<file path="config.mk">
export PLATFORM = sky130hd
export DESIGN_NAME = master_reader
export DESIGN_NICKNAME = d
export VERILOG_FILES = /design/src/rtl/master_reader_pkg.sv /design/src/rtl/rd_fifo.sv /design/src/rtl/master_reader.sv
export SDC_FILE = /design/constraint.sdc
export NUM_CORES = 1
export LEC_CHECK = 0
export BUFFER_PORTS_ARGS = -buffer_cell sky130_fd_sc_hd__buf_4
export CORE_MARGIN = 2
export CORE_UTILIZATION = 46
export CTS_CLUSTER_DIAMETER = 60
export CTS_CLUSTER_SIZE = 8
export DETAILED_ROUTE_END_ITERATION = 8
export GPL_TIMING_DRIVEN = 0
export HOLD_SLACK_MARGIN = 0.03
export PLACE_DENSITY = 0.65
export SETUP_SLACK_MARGIN = 0.1
export SLEW_MARGIN = 30
export SYNTH_ARGS = -nofsm -noshare
export SYNTH_HDL_FRONTEND = slang
export SYNTH_SLANG_ARGS = --single-unit
</file>
<file path="constraint.sdc">
create_clock -name clk -period 4.34 [get_ports clk]
set_input_delay 1.302 -clock clk [delete_from_list [all_inputs] [get_ports clk]]
set_output_delay 1.302 -clock clk [all_outputs]
set_load 0.01 [all_outputs]
</file>
<file path="src/rtl/master_reader_pkg.sv">
// Shared definitions for the burst read master: FSM state encoding,
// parameter bounds and the burst-length decode helper.
package master_reader_pkg;

    // Controller states, encoded so that IDLE is all-zero out of reset.
    typedef enum logic [1:0] {
        IDLE   = 2'd0,
        ISSUE  = 2'd1,
        DRAIN  = 2'd2,
        FINISH = 2'd3
    } state_t;

    // Legal ranges for the top-level parameters.
    localparam int RD_LATENCY_MIN = 1;
    localparam int RD_LATENCY_MAX = 4;
    localparam int FIFO_DEPTH_MIN = 4;
    localparam int FIFO_DEPTH_MAX = 16;

    // Width of a read counter able to hold 1..256.
    localparam int BURST_W = 9;

    // A programmed length of zero stands for a full 256-read burst.
    function automatic logic [BURST_W-1:0] burst_count(input logic [7:0] len);
        return (len == 8'd0) ? BURST_W'(256) : BURST_W'(len);
    endfunction

endpackage

</file>
<file path="src/rtl/rd_fifo.sv">
// Synchronous capture FIFO: single clock, synchronous active-low reset,
// first-word fall-through head, occupancy count and full/empty flags.
module rd_fifo #(
    parameter int DEPTH = 8,
    parameter int WIDTH = 8,
    localparam int AW   = $clog2(DEPTH),
    localparam int CW   = AW + 1
) (
    input  logic             clk,
    input  logic             rst_l,
    input  logic             push,
    input  logic [WIDTH-1:0] push_data,
    input  logic             pop,
    output logic [WIDTH-1:0] head,
    output logic             full,
    output logic             empty,
    output logic [CW-1:0]    count
);

    logic [WIDTH-1:0] mem [DEPTH];
    logic [AW-1:0]    wr_ptr;
    logic [AW-1:0]    rd_ptr;
    logic             do_push;
    logic             do_pop;

    assign empty   = (count == '0);
    assign full    = (count == CW'(DEPTH));
    assign do_push = push && !full;
    assign do_pop  = pop && !empty;

    // Pointer and occupancy bookkeeping; push and pop together keep the count.
    // NOTE: state registers use non-blocking assignments so every flop samples
    // the pre-edge values regardless of statement order.
    always_ff @(posedge clk) begin
        if (!rst_l) begin
            wr_ptr <= '0;
            rd_ptr <= '0;
            count  <= '0;
        end else begin
            if (do_push) wr_ptr <= wr_ptr + 1'b1;
            if (do_pop)  rd_ptr <= rd_ptr + 1'b1;
            case ({do_push, do_pop})
                2'b10:   count <= count + 1'b1;
                2'b01:   count <= count - 1'b1;
                default: count <= count;
            endcase
        end
    end

    // Storage write port.
    // NOTE: the array is deliberately not reset; only the pointers and count
    // are, and the head is masked while empty, so stale contents never leak.
    always_ff @(posedge clk) begin
        if (do_push) mem[wr_ptr] <= push_data;
    end

    assign head = empty ? '0 : mem[rd_ptr];

endmodule

</file>
<file path="src/rtl/master_reader.sv">
// Burst read master: issues up to 256 single-cycle read strobes to a
// fixed-latency slave, captures the returned bytes into a FIFO in issue
// order and presents them on a valid/ready output.
// Optional feature: define MASTER_READER_CSUM_EN to add an 8-bit XOR
// checksum output over the bytes captured in the current burst.
module master_reader
    import master_reader_pkg::*;
#(
    parameter int RD_LATENCY = 1,
    parameter int FIFO_DEPTH = 8
) (
    input  logic        clk,
    input  logic        rst_l,
    input  logic        start,
    input  logic [15:0] base_addr,
    input  logic [7:0]  burst_len,
    output logic        ram_rd_rq,
    output logic [15:0] rd_addr,
    input  logic [7:0]  data_i,
    output logic [7:0]  out_data,
    output logic        out_valid,
    input  logic        out_ready,
    output logic        busy,
    output logic        done
`ifdef MASTER_READER_CSUM_EN
    ,
    output logic [7:0]  csum
`endif
);

    // Out-of-range parameters are clamped into the supported window.
    localparam int LAT = (RD_LATENCY < RD_LATENCY_MIN) ? RD_LATENCY_MIN :
                         (RD_LATENCY > RD_LATENCY_MAX) ? RD_LATENCY_MAX : RD_LATENCY;
    localparam int DEPTH = (FIFO_DEPTH < FIFO_DEPTH_MIN) ? FIFO_DEPTH_MIN :
                           (FIFO_DEPTH > FIFO_DEPTH_MAX) ? FIFO_DEPTH_MAX : FIFO_DEPTH;
    localparam int CNT_W = $clog2(DEPTH) + 1;

    state_t               state;
    state_t               state_nxt;
    logic [15:0]          base_q;
    logic [BURST_W-1:0]   len_q;
    logic [BURST_W-1:0]   issued_q;
    logic [LAT-1:0]       vpipe;
    logic [CNT_W-1:0]     inflight_q;
    logic [CNT_W-1:0]     inflight_nxt;
    logic [CNT_W-1:0]     fifo_count;
    logic [CNT_W:0]       committed;
    logic                 fifo_full;
    logic                 fifo_empty;
    logic                 start_ok;
    logic                 can_issue;
    logic                 issue_ok;
    logic                 last_issue;
    logic                 capture;

    assign start_ok   = (state == IDLE) && start;
    assign capture    = vpipe[LAT-1];

    // A slot is reserved for every read in flight, so the FIFO can never be
    // asked to accept more data than it has room for.
    assign committed  = {1'b0, fifo_count} + {1'b0, inflight_q};
    assign can_issue  = !fifo_full && (committed < (CNT_W+1)'(DEPTH));
    assign issue_ok   = (state == ISSUE) && can_issue;
    assign last_issue = (issued_q == len_q - 1'b1);

    assign ram_rd_rq  = issue_ok;
    assign rd_addr    = issue_ok ? (base_q + 16'(issued_q)) : 16'h0000;
    assign out_valid  = !fifo_empty;

    // State register.
    always_ff @(posedge clk) begin
        if (!rst_l) state <= IDLE;
        else        state <= state_nxt;
    end

    // Next-state and status decode.
    // NOTE: every output of this block gets a default first, so no path
    // through the case leaves a value unassigned and no latch is inferred.
    always_comb begin
        state_nxt = state;
        busy      = 1'b1;
        done      = 1'b0;
        case (state)
            IDLE: begin
                busy = 1'b0;
                if (start) state_nxt = ISSUE;
            end
            ISSUE: begin
                if (issue_ok && last_issue) state_nxt = DRAIN;
            end
            DRAIN: begin
                if (inflight_nxt == '0) state_nxt = FINISH;
            end
            FINISH: begin
                done      = 1'b1;
                state_nxt = IDLE;
            end
            default: state_nxt = IDLE;
        endcase
    end

    // Burst parameters and the running address offset.
    always_ff @(posedge clk) begin
        if (!rst_l) begin
            base_q   <= 16'h0000;
            len_q    <= '0;
            issued_q <= '0;
        end else if (start_ok) begin
            base_q   <= base_addr;
            len_q    <= burst_count(burst_len);
            issued_q <= '0;
        end else if (issue_ok) begin
            issued_q <= issued_q + 1'b1;
        end
    end

    // Read-latency valid pipe: the tap at the far end marks data_i as valid.
    always_ff @(posedge clk) begin
        if (!rst_l) vpipe <= '0;
        else        vpipe <= (vpipe << 1) | LAT'(issue_ok);
    end

    // Next in-flight count: a strobe and a capture in the same cycle cancel.
    always_comb begin
        inflight_nxt = inflight_q;
        if (issue_ok && !capture)      inflight_nxt = inflight_q + 1'b1;
        else if (!issue_ok && capture) inflight_nxt = inflight_q - 1'b1;
    end

    // In-flight read counter.
    always_ff @(posedge clk) begin
        if (!rst_l) inflight_q <= '0;
        else        inflight_q <= inflight_nxt;
    end

    rd_fifo #(
        .DEPTH (DEPTH),
        .WIDTH (8)
    ) u_fifo (
        .clk       (clk),
        .rst_l     (rst_l),
        .push      (capture),
        .push_data (data_i),
        .pop       (out_ready),
        .head      (out_data),
        .full      (fifo_full),
        .empty     (fifo_empty),
        .count     (fifo_count)
    );

`ifdef MASTER_READER_CSUM_EN
    logic [7:0] csum_q;

    // Running XOR of captured bytes; cleared when a burst is accepted and
    // left untouched after the last capture so it holds through done.
    always_ff @(posedge clk) begin
        if (!rst_l)        csum_q <= 8'h00;
        else if (start_ok) csum_q <= 8'h00;
        else if (capture)  csum_q <= csum_q ^ data_i;
    end

    assign csum = csum_q;
`endif

endmodule

</file>
* Word level (Yosys, flattened, before mapping)
Memories as Yosys holds them, arrays and structs flattened. A register that Yosys moved wholly into a read port is not among the register bits.
Index checks and enable logic that the tools add are counted.
** Word-level totals
- Flip-flop bits (word level) :: 51
- Bits in latches :: 0
- Memory bits (writable) :: 64
- Memory bits (read-only) :: 0
- Input port bits :: 36
- Output and inout bits :: 28
- Word-level logic and storage cells :: 67
- Memories :: 1
** Cells by class
- Add/sub/neg operators :: 10
- Multiply operators :: 0
- Divide/modulo/power cells :: 0
- Magnitude comparators :: 1
- Eq/ne operators :: 10
- Shift operators :: 0
- Mux-type cells :: 16
- Bitwise logic cells :: 1
- Reductions and logical operators :: 19
** Memory list
- u_fifo.mem :: words 8, width 8, rd ports 1, clocked after memory_dff 1, wr ports 1, line rd_fifo.sv:20 : logic [WIDTH-1:0] mem [DEPTH];
** Operators with widths (number)
- $add A16 B9 Y16 :: 1
- $mux W16 :: 1
- $add A9 B1 Y9 const B :: 1
- $eq A9 B9 Y1 :: 1
- $mux W9 :: 1
- $sub A9 B1 Y9 const B :: 1
- $add A4 B1 Y4 const B :: 2
- $logic_and A1 B1 Y1 :: 8
- $logic_not A4 Y1 :: 2
- $logic_not A8 Y1 :: 1
- $mux W4 :: 2
- $mux W8 :: 1
- $pmux W2 S4 :: 1
- $pmux W4 S2 :: 1
- $sub A4 B1 Y4 const B :: 2
- $add A3 B1 Y3 const B :: 2
- $eq A2 B2 Y1 const B :: 3
- $mux W2 :: 3
- $mux W3 :: 2
- $add A4 B4 Y5 :: 1
- $lt A5 B4 Y1 const B :: 1
- $eq A2 B1 Y1 const B :: 2
- $eq A4 B4 Y1 const B :: 1
- $logic_not A1 Y1 :: 4
- other kinds (8) :: 12

* Depth between registers and ports, before layout
Gate-level depths: netlist of the first run.
- Depth in word-level cells :: 11
- Depth in mapped cells :: 11
- Depth with buffers taken out :: 10

* By module
A second synthesis of the first run with hierarchy kept.
** Unflattened totals
- Cells, all modules :: 513
- Area total of the unflattened synthesis :: 5821.8 µm²
** Modules (own cells, without submodules)
- rd_fifo :: instances 1, cells each 175, area each 3103.0 µm², seq. area each 2182.1 µm²
- master_reader :: instances 1, cells each 338, area each 2718.9 µm², seq. area each 820.8 µm²

* Least setup slack after synthesis of the first run
OpenSTA, ideal clock, no wires.
- Path type :: flip-flop to output port
- From :: register issued_q[0]
- To :: output port rd_addr[12]
- Arrival :: 2.183 ns
- Data required time :: 3.038 ns
- Path slack :: 0.855 ns
- Stages on the path, launching flop included :: 9
- Buffers on the path :: 0
- Cell sequence :: dfxtp_1 > ha_1 > fa_1 > a21o_1 > a21oi_1 > o21ai_0 > a41oi_1 > o21ai_0 > a21oi_1
** On the way
- Cells in the longest elaborated chain, start to end :: 2
** RTL lines
- start, declared :: line master_reader.sv:42 : logic [BURST_W-1:0] issued_q;
- start signal, assigned :: line master_reader.sv:113 : issued_q <= issued_q + 1'b1;
- $add A16 B9 Y16 :: line master_reader.sv:67 : assign rd_addr = issue_ok ? (base_q + 16'(issued_q)) : 16'h0000;
- $mux W16 :: line master_reader.sv:67
- end, declared :: line master_reader.sv:18 : output logic [15:0] rd_addr,
Every way passes these cells.

* Worst setup path in the final report of the first run
Ends and elaborated chain as after synthesis.

==> flow_summary.ini, run 1 <==
[yosys]
ys_warn_count = 0
syn_inst = 531
avgSynthCellArea_um2 = 11.0
synth_cell_type_count = 54
netlist_area_um2 = 5840
synth.top_cell.area_share_pct = 32.9
synth_edf_count = 64
synth.ff_latch_count = 118
synth_area_leaders = edfxtp_1 (33%), dfxtp_1 (18%), mux4_2 (6.2%)
syn-num-nets = 595
async_reset_ff_share_pct = 0
synth_largest_area_cell = edfxtp_1
synth_ff_type = edfxtp_1
seq_area_frac_synth_pct = 51.4

[sta]
finalClockSkew_ps = 5.40
fmax_mhz = 248
rsz0062_at_grt = no
fin_crit_sh_pct = 92.8
finalSetupViolations = 0
relSlewSlack_pct = 41.7
fin_tns_setup_ps = 0
hold_viol = 0
slew_violations = 0
tightest_slew_ps = 871
period_minus_slack_ps = 4030

[worst_hold_path]
min-delay-start = base_q[0]
hold_class = reg2reg
whs_path_depth = 2
min_to = base_q[0]

[critical_path]
r2r_cells = 11
criticalPathCategory = reg2out
worst-path-max-fanout = 6
slowest_stage = fa_1
endpoint_kind = primary output
startpoint_type = register
reg2reg_to = u_fifo.count[3]
cp_top_family = compound AO/OA/AOI/OAI gates
required_ps = 3040
critPathBufInv = 1
cp.arrival_ps = 2730
critPathMaxStageDelay_ps = 410
worstPathCellList = ha_1 > fa_1 > a21o_1 > a21oi_2 > o21ai_1 > a41oi_2 > o21ai_0 > a21oi_1 > buf_4
worstReg2RegStart = u_fifo.count[0]
rrSetupSlack_ps = 1350

[clocking]
cts_tree = done
cts_buffers = 17
path_clk_slew_ps = 50
cts_max_level = 4
cts_setup_buffers = 0
ctsHoldBuffers = 0
cts.path.max_buffers = 2
root_buffer = clkbuf_16
worstSkewPairLatency_ps = 410
cts_sinks = 118

[global_route]
antenna_found_initial = 0
grt_max_degree = 17
grtUsageTotal_pct = 20.3
overflow = 0
grt_pass1_vias = 4215
grt_pass1_wl_um = 20900

[pwr]
p_leak_uw = 0.00266
peakVddDrop_uv = 282
powerDensity_nw_per_um2 = 566

[floorplanning]
core-area_um2 = 12500
die_x_um = 117
io_pins = 64
initial_core_util_pct = 46.7
dieArea_um2 = 13600
dieHeight_um = 117
rows = 41

[finish]
drive_gt1_share_pct = 21.0
area_growth_pct = 22.1
diodes = 0
fin_util_pct = 57.0
fin_nets = 676

[place]
port_buffers = 62
hpwl_um = 9000
gp_congestion = 0.836

[drt]
via_per_inst = 5.22
num_vias = 4159
drc = 0
first_iter_violations = 271
dr.pass1.iters = 4
drt-wirelength-per-cell_um = 15.7
postRouteAntennaNets = 0
finalWirelength_um = 12500

[job]
maxCapViolCount = 0

[outcome]
outcome = completed
layout make-up:
cell class | count | area [um2]
fill | 1109 | 5380
inverter | 20 | 75.1
timing repair buffer | 62 | 465
clock inverter | 11 | 98.8
sequential | 118 | 3000
clock buffer | 21 | 482
multi-input combinational | 368 | 2690
buffer | 25 | 103
tap | 172 | 215
layout by cell type, fill, tap and decap left out, types with 18 or more instances in the layout:
cell type / synthesis / routed
buf_4: 1 / 63
nand2_1: 78 / 78
ha_1: 26 / 26
a21boi_0: 28 / 28
clkbuf_16: 0 / 18
clkbuf_1: 18 / 19
xnor2_1: 20 / 20
edfxtp_1: 64 / 64
inv_1: 18 / 18
nor2_1: 38 / 38
dfxtp_1: 54 / 54
repair_timing:
action,in CTS,in global routing
pin swaps,0,0
setup endpoints to repair,2,3
gates resized for setup,1,2
gates cloned,0,0
report_power, final:
group | switching, uW | internal (uW)
sequential | 118 | 1300
clock | 499 | 849
combinational | 701 | 580
total | 1320 | 2720
kinds of logic after synthesis:
logic type	synth area share [%]
multiplexers	7.88
AO/OA/AOI/OAI	10.1
XOR/XNOR	5.10
flip-flops	51.4
AND/OR/NAND/NOR	16.2
adder cells (fa/ha/maj)	6.25
buffers and inverters	3.04
metrics by stage:
step / instances / worst slack, ps / power [uW] / area [um2] / hold WS (ps)
3_3_place_gp: 765 / 528 / 2670 / 6530 / 459
2_1_floorplan: 531 / 855 / 2310 / 5840 / 448
5_1_grt: 797 / 105 / 4310 / 7140 / 492
3_5_place_dp: 765 / 466 / 2720 / 6540 / 469
6_report: 797 / 313 / 4040 / 7140 / 476
4_1_cts: 797 / 157 / 4090 / 7130 / 477
per-layer routing:
layer / global-route usage (%) / up-vias / wire length [um]
met1: 24.8 / 1981 / 5490
li1: - / 2069 / -
met3: 5.60 / 11 / 471
met5: 0 / - / 0
met2: 35.3 / 98 / 6380
met4: 5.80 / 0 / 152
synth_stat cells (all sizes together) (2+ instances only):
cell and instances:
nand2 78, edfxtp 64, dfxtp 54, nor2 38
a21boi 28, ha 26, inv 20, xnor2 20
clkbuf 18, mux4 16, o21ai 16, a21oi 15
and2 15, xor2 14, nand3 11, mux2i 10
nand4 9, or3 8, buf 7, nor3 7
nor2b 6, nor4 6, a21o 4, a31oi 4
o21a 4, nand2b 3, o211ai 3, or4 3
a41oi 2, fa 2, nor3b 2, o31a 2
or2 2
worst max-delay path by stage:
stage	cells past startpoint	from	slack [ps]	endpoint
after floorplan	8	issued_q[0]	850	rd_addr[12]
after global placement	9	issued_q[0]	530	rd_addr[12]
after detailed placement	9	issued_q[0]	470	rd_addr[14]
after CTS	9	issued_q[0]	160	rd_addr[14]
after global routing	9	issued_q[0]	100	rd_addr[14]
final	9	issued_q[0]	310	rd_addr[12]
tightest hold or removal path, cell delays in order, from the launching register on:
cell and delay (ps):
dfxtp_1 310, nand2_1 50, a21boi_0 70
sequential cells by signal (all words and copies together) (netlist names), named ones only:
signal	cells
issued_q	9
u_fifo.wr_ptr	3
capture	1
u_fifo.count	4
base_q	16
inflight_q	4
u_fifo.rd_ptr	3
u_fifo.mem	64
len_q	9
state	2
(Power assumes the default switching activity.)
==> run 2, diff against run 1 <==
--- a/config.mk
+++ b/config.mk
@@ -8,13 +8,14 @@
 export BUFFER_PORTS_ARGS = -buffer_cell sky130_fd_sc_hd__buf_4
 export CORE_MARGIN = 2
 export CORE_UTILIZATION = 46
+export CTS_BUF_LIST = sky130_fd_sc_hd__clkbuf_2 sky130_fd_sc_hd__clkbuf_4 sky130_fd_sc_hd__clkbuf_8
 export CTS_CLUSTER_DIAMETER = 60
 export CTS_CLUSTER_SIZE = 8
 export DETAILED_ROUTE_END_ITERATION = 8
 export GPL_TIMING_DRIVEN = 0
 export HOLD_SLACK_MARGIN = 0.03
 export PLACE_DENSITY = 0.65
-export SETUP_SLACK_MARGIN = 0.1
+export SETUP_SLACK_MARGIN = 0.5
 export SLEW_MARGIN = 30
 export SYNTH_ARGS = -nofsm -noshare
 export SYNTH_HDL_FRONTEND = slang
==> run 2 against run 1 <==
Net effect: sequential power barely moved; sequential cell count unchanged; non-clock buffer count rose by 5; hold slack gained 4.0 ps; critical path depth shrank 2; design area decreased by 0.98%; die area stayed put; critical endpoint is now rd_addr[13].
==> flow_summary.ini, run 2 (same netlist as run 1, synthesis figures left out) <==
[outcome]
outcome = completed

[critical_path]
rrSetupSlack_ps = 1350
critPathBufInv = 2
startpoint_type = register
criticalPathCategory = reg2out
r2r_cells = 11
critPathMaxStageDelay_ps = 520
slowest_stage = or4_4
cp.arrival_ps = 2500
reg2reg_to = u_fifo.count[3]
cp_top_family = simple AND/OR/NAND/NOR gates
worstPathCellList = ha_1 > nor4b_2 > nand4_2 > buf_4 > or4_4 > nand2_2 > buf_4
worst-path-max-fanout = 10
worstReg2RegStart = u_fifo.count[0]
required_ps = 3040
endpoint_kind = primary output
cp_common_cell = buf_4

[floorplanning]
initial_core_util_pct = 46.7
rows = 41
io_pins = 64
dieArea_um2 = 13600
dieHeight_um = 117
core-area_um2 = 12500
die_x_um = 117

[finish]
layout_commonest_cell = nand2_1
drive_gt1_share_pct = 24.4
largest_reg_flops = 64
max_flop_register = u_fifo.mem
diodes = 0
area_growth_pct = 20.9
fin_nets = 681
top_regs = u_fifo.mem: 64 flops, base_q: 16 flops
fillCellCount = 1112
final_cell_mix = nand2_1 (77), buf_4 (69), edfxtp_1 (64)

[pwr]
finalPower_uw = 3730
powerDensity_nw_per_um2 = 527
p_seq_share_pct = 37.9
sw_frac_of_total_pct = 34.5
p_leak_uw = 0.00261
peakVddDrop_uv = 276
power.switching_uw = 1280
p_comb_share_pct = 35.2
pwr-share-clk_pct = 26.8
internal_power_uw = 2440

[clocking]
cts.path.max_buffers = 2
root_buffer = clkbuf_8
cts_max_level = 4
ctsHoldBuffers = 0
cts_sinks = 118
cts_tree = done
cts_buffers = 17
worstSkewPairLatency_ps = 430
path_clk_slew_ps = 80

[sta]
fin_crit_sh_pct = 87.6
finalSetupViolations = 0
hold_viol = 0
fin_tns_setup_ps = 0
slew_violations = 0
fmax_mhz = 263
rsz0062_at_grt = yes
tightest_slew_ps = 878
relSlewSlack_pct = 41.3
period_minus_slack_ps = 3800
finalClockSkew_ps = 10.7

[worst_hold_path]
whs_path_depth = 2
hold_class = reg2reg
min-delay-start = base_q[3]
min_to = base_q[3]

[global_route]
antenna_found_initial = 0
grtUsageTotal_pct = 20.3
overflow = 0
grt_pass1_vias = 4199
grt_pass1_wl_um = 20900
grt_max_degree = 17

[drt]
route.met2.wl_um = 6550
routedLengthMet1_um = 5460
via_per_inst = 5.21
postRouteAntennaNets = 0
drc = 0
drt-wirelength-per-cell_um = 15.7
wl_met3_um = 471
first_iter_violations = 243
dr.max_layer_used = met4
num_vias = 4181
dr.pass1.iters = 4
finalWirelength_um = 12600

[job]
maxCapViolCount = 0

[place]
gp_congestion = 0.836
port_buffers = 62
hpwl_um = 9000
[run 2: worst register-to-register path, stage by stage (launching register included)]
cell and delay [ps]:
dfxtp_1 390, nor4_4 660, inv_2 70, and2_1 170, clkbuf_1 140, ha_1 260
ha_1 290, a21o_1 180, a21oi_1 170, xnor2_1 100, or3_1 300, a21boi_0 160
[run 2: worst max path at each step]
| stage | startpoint | to | slack (ps) | cells past startpoint |
|---|---|---|---|---|
| floorplan | issued_q[0] | rd_addr[12] | 850 | 8 |
| global placement | issued_q[0] | rd_addr[12] | 530 | 9 |
| detailed placement | issued_q[0] | rd_addr[14] | 470 | 9 |
| CTS | issued_q[0] | rd_addr[14] | 400 | 9 |
| global route | issued_q[0] | rd_addr[14] | 400 | 9 |
| finish | inflight_q[3] | rd_addr[13] | 540 | 7 |
[run 2: routing by layer]
layer  vias up  track usage (%)
met5         -                0
met1      2005             24.6
met4         0             6.82
met2        89             35.6
li1       2077                -
met3        10             4.77
[run 2: through the flow]
stage | utilization, % | setup WS (ps) | hold slack [ps] | std cells | instance area [um2]
finish | 56.4 | 539 | 480 | 802 | 7070
global route | 56.4 | 400 | 495 | 802 | 7070
CTS | 55.7 | 405 | 480 | 798 | 6970
detailed placement | 52.3 | 466 | 469 | 765 | 6540
global placement | 52.1 | 528 | 459 | 765 | 6530
floorplan | - | 855 | 448 | 531 | 5840
[run 2: final cells by class]
class,instances,area (um2),share of cell area (%)
plain buffers,25,111,1.58
clock buffers,20,269,3.81
clock inverters,12,129,1.82
inverters,20,75.1,1.06
multi-input cells,368,2750,38.9
flip-flops and latches,118,3020,42.7
well taps,172,215,3.05
repair buffers,67,503,7.12
[run 2: power by group through the flow]
stage	clock [uW]	combinational [uW]	sequential, uW
detailed placement	0	1290	1430
global route	1070	1490	1430
finish	1000	1310	1410
floorplan	0	907	1400
CTS	1020	1310	1410
global placement	0	1250	1430
[run 2: timing repair]
action,CTS,global route
endpoints found under the setup margin,20,20
pin swaps,2,12
buffers inserted,1,4
resized for setup,12,19
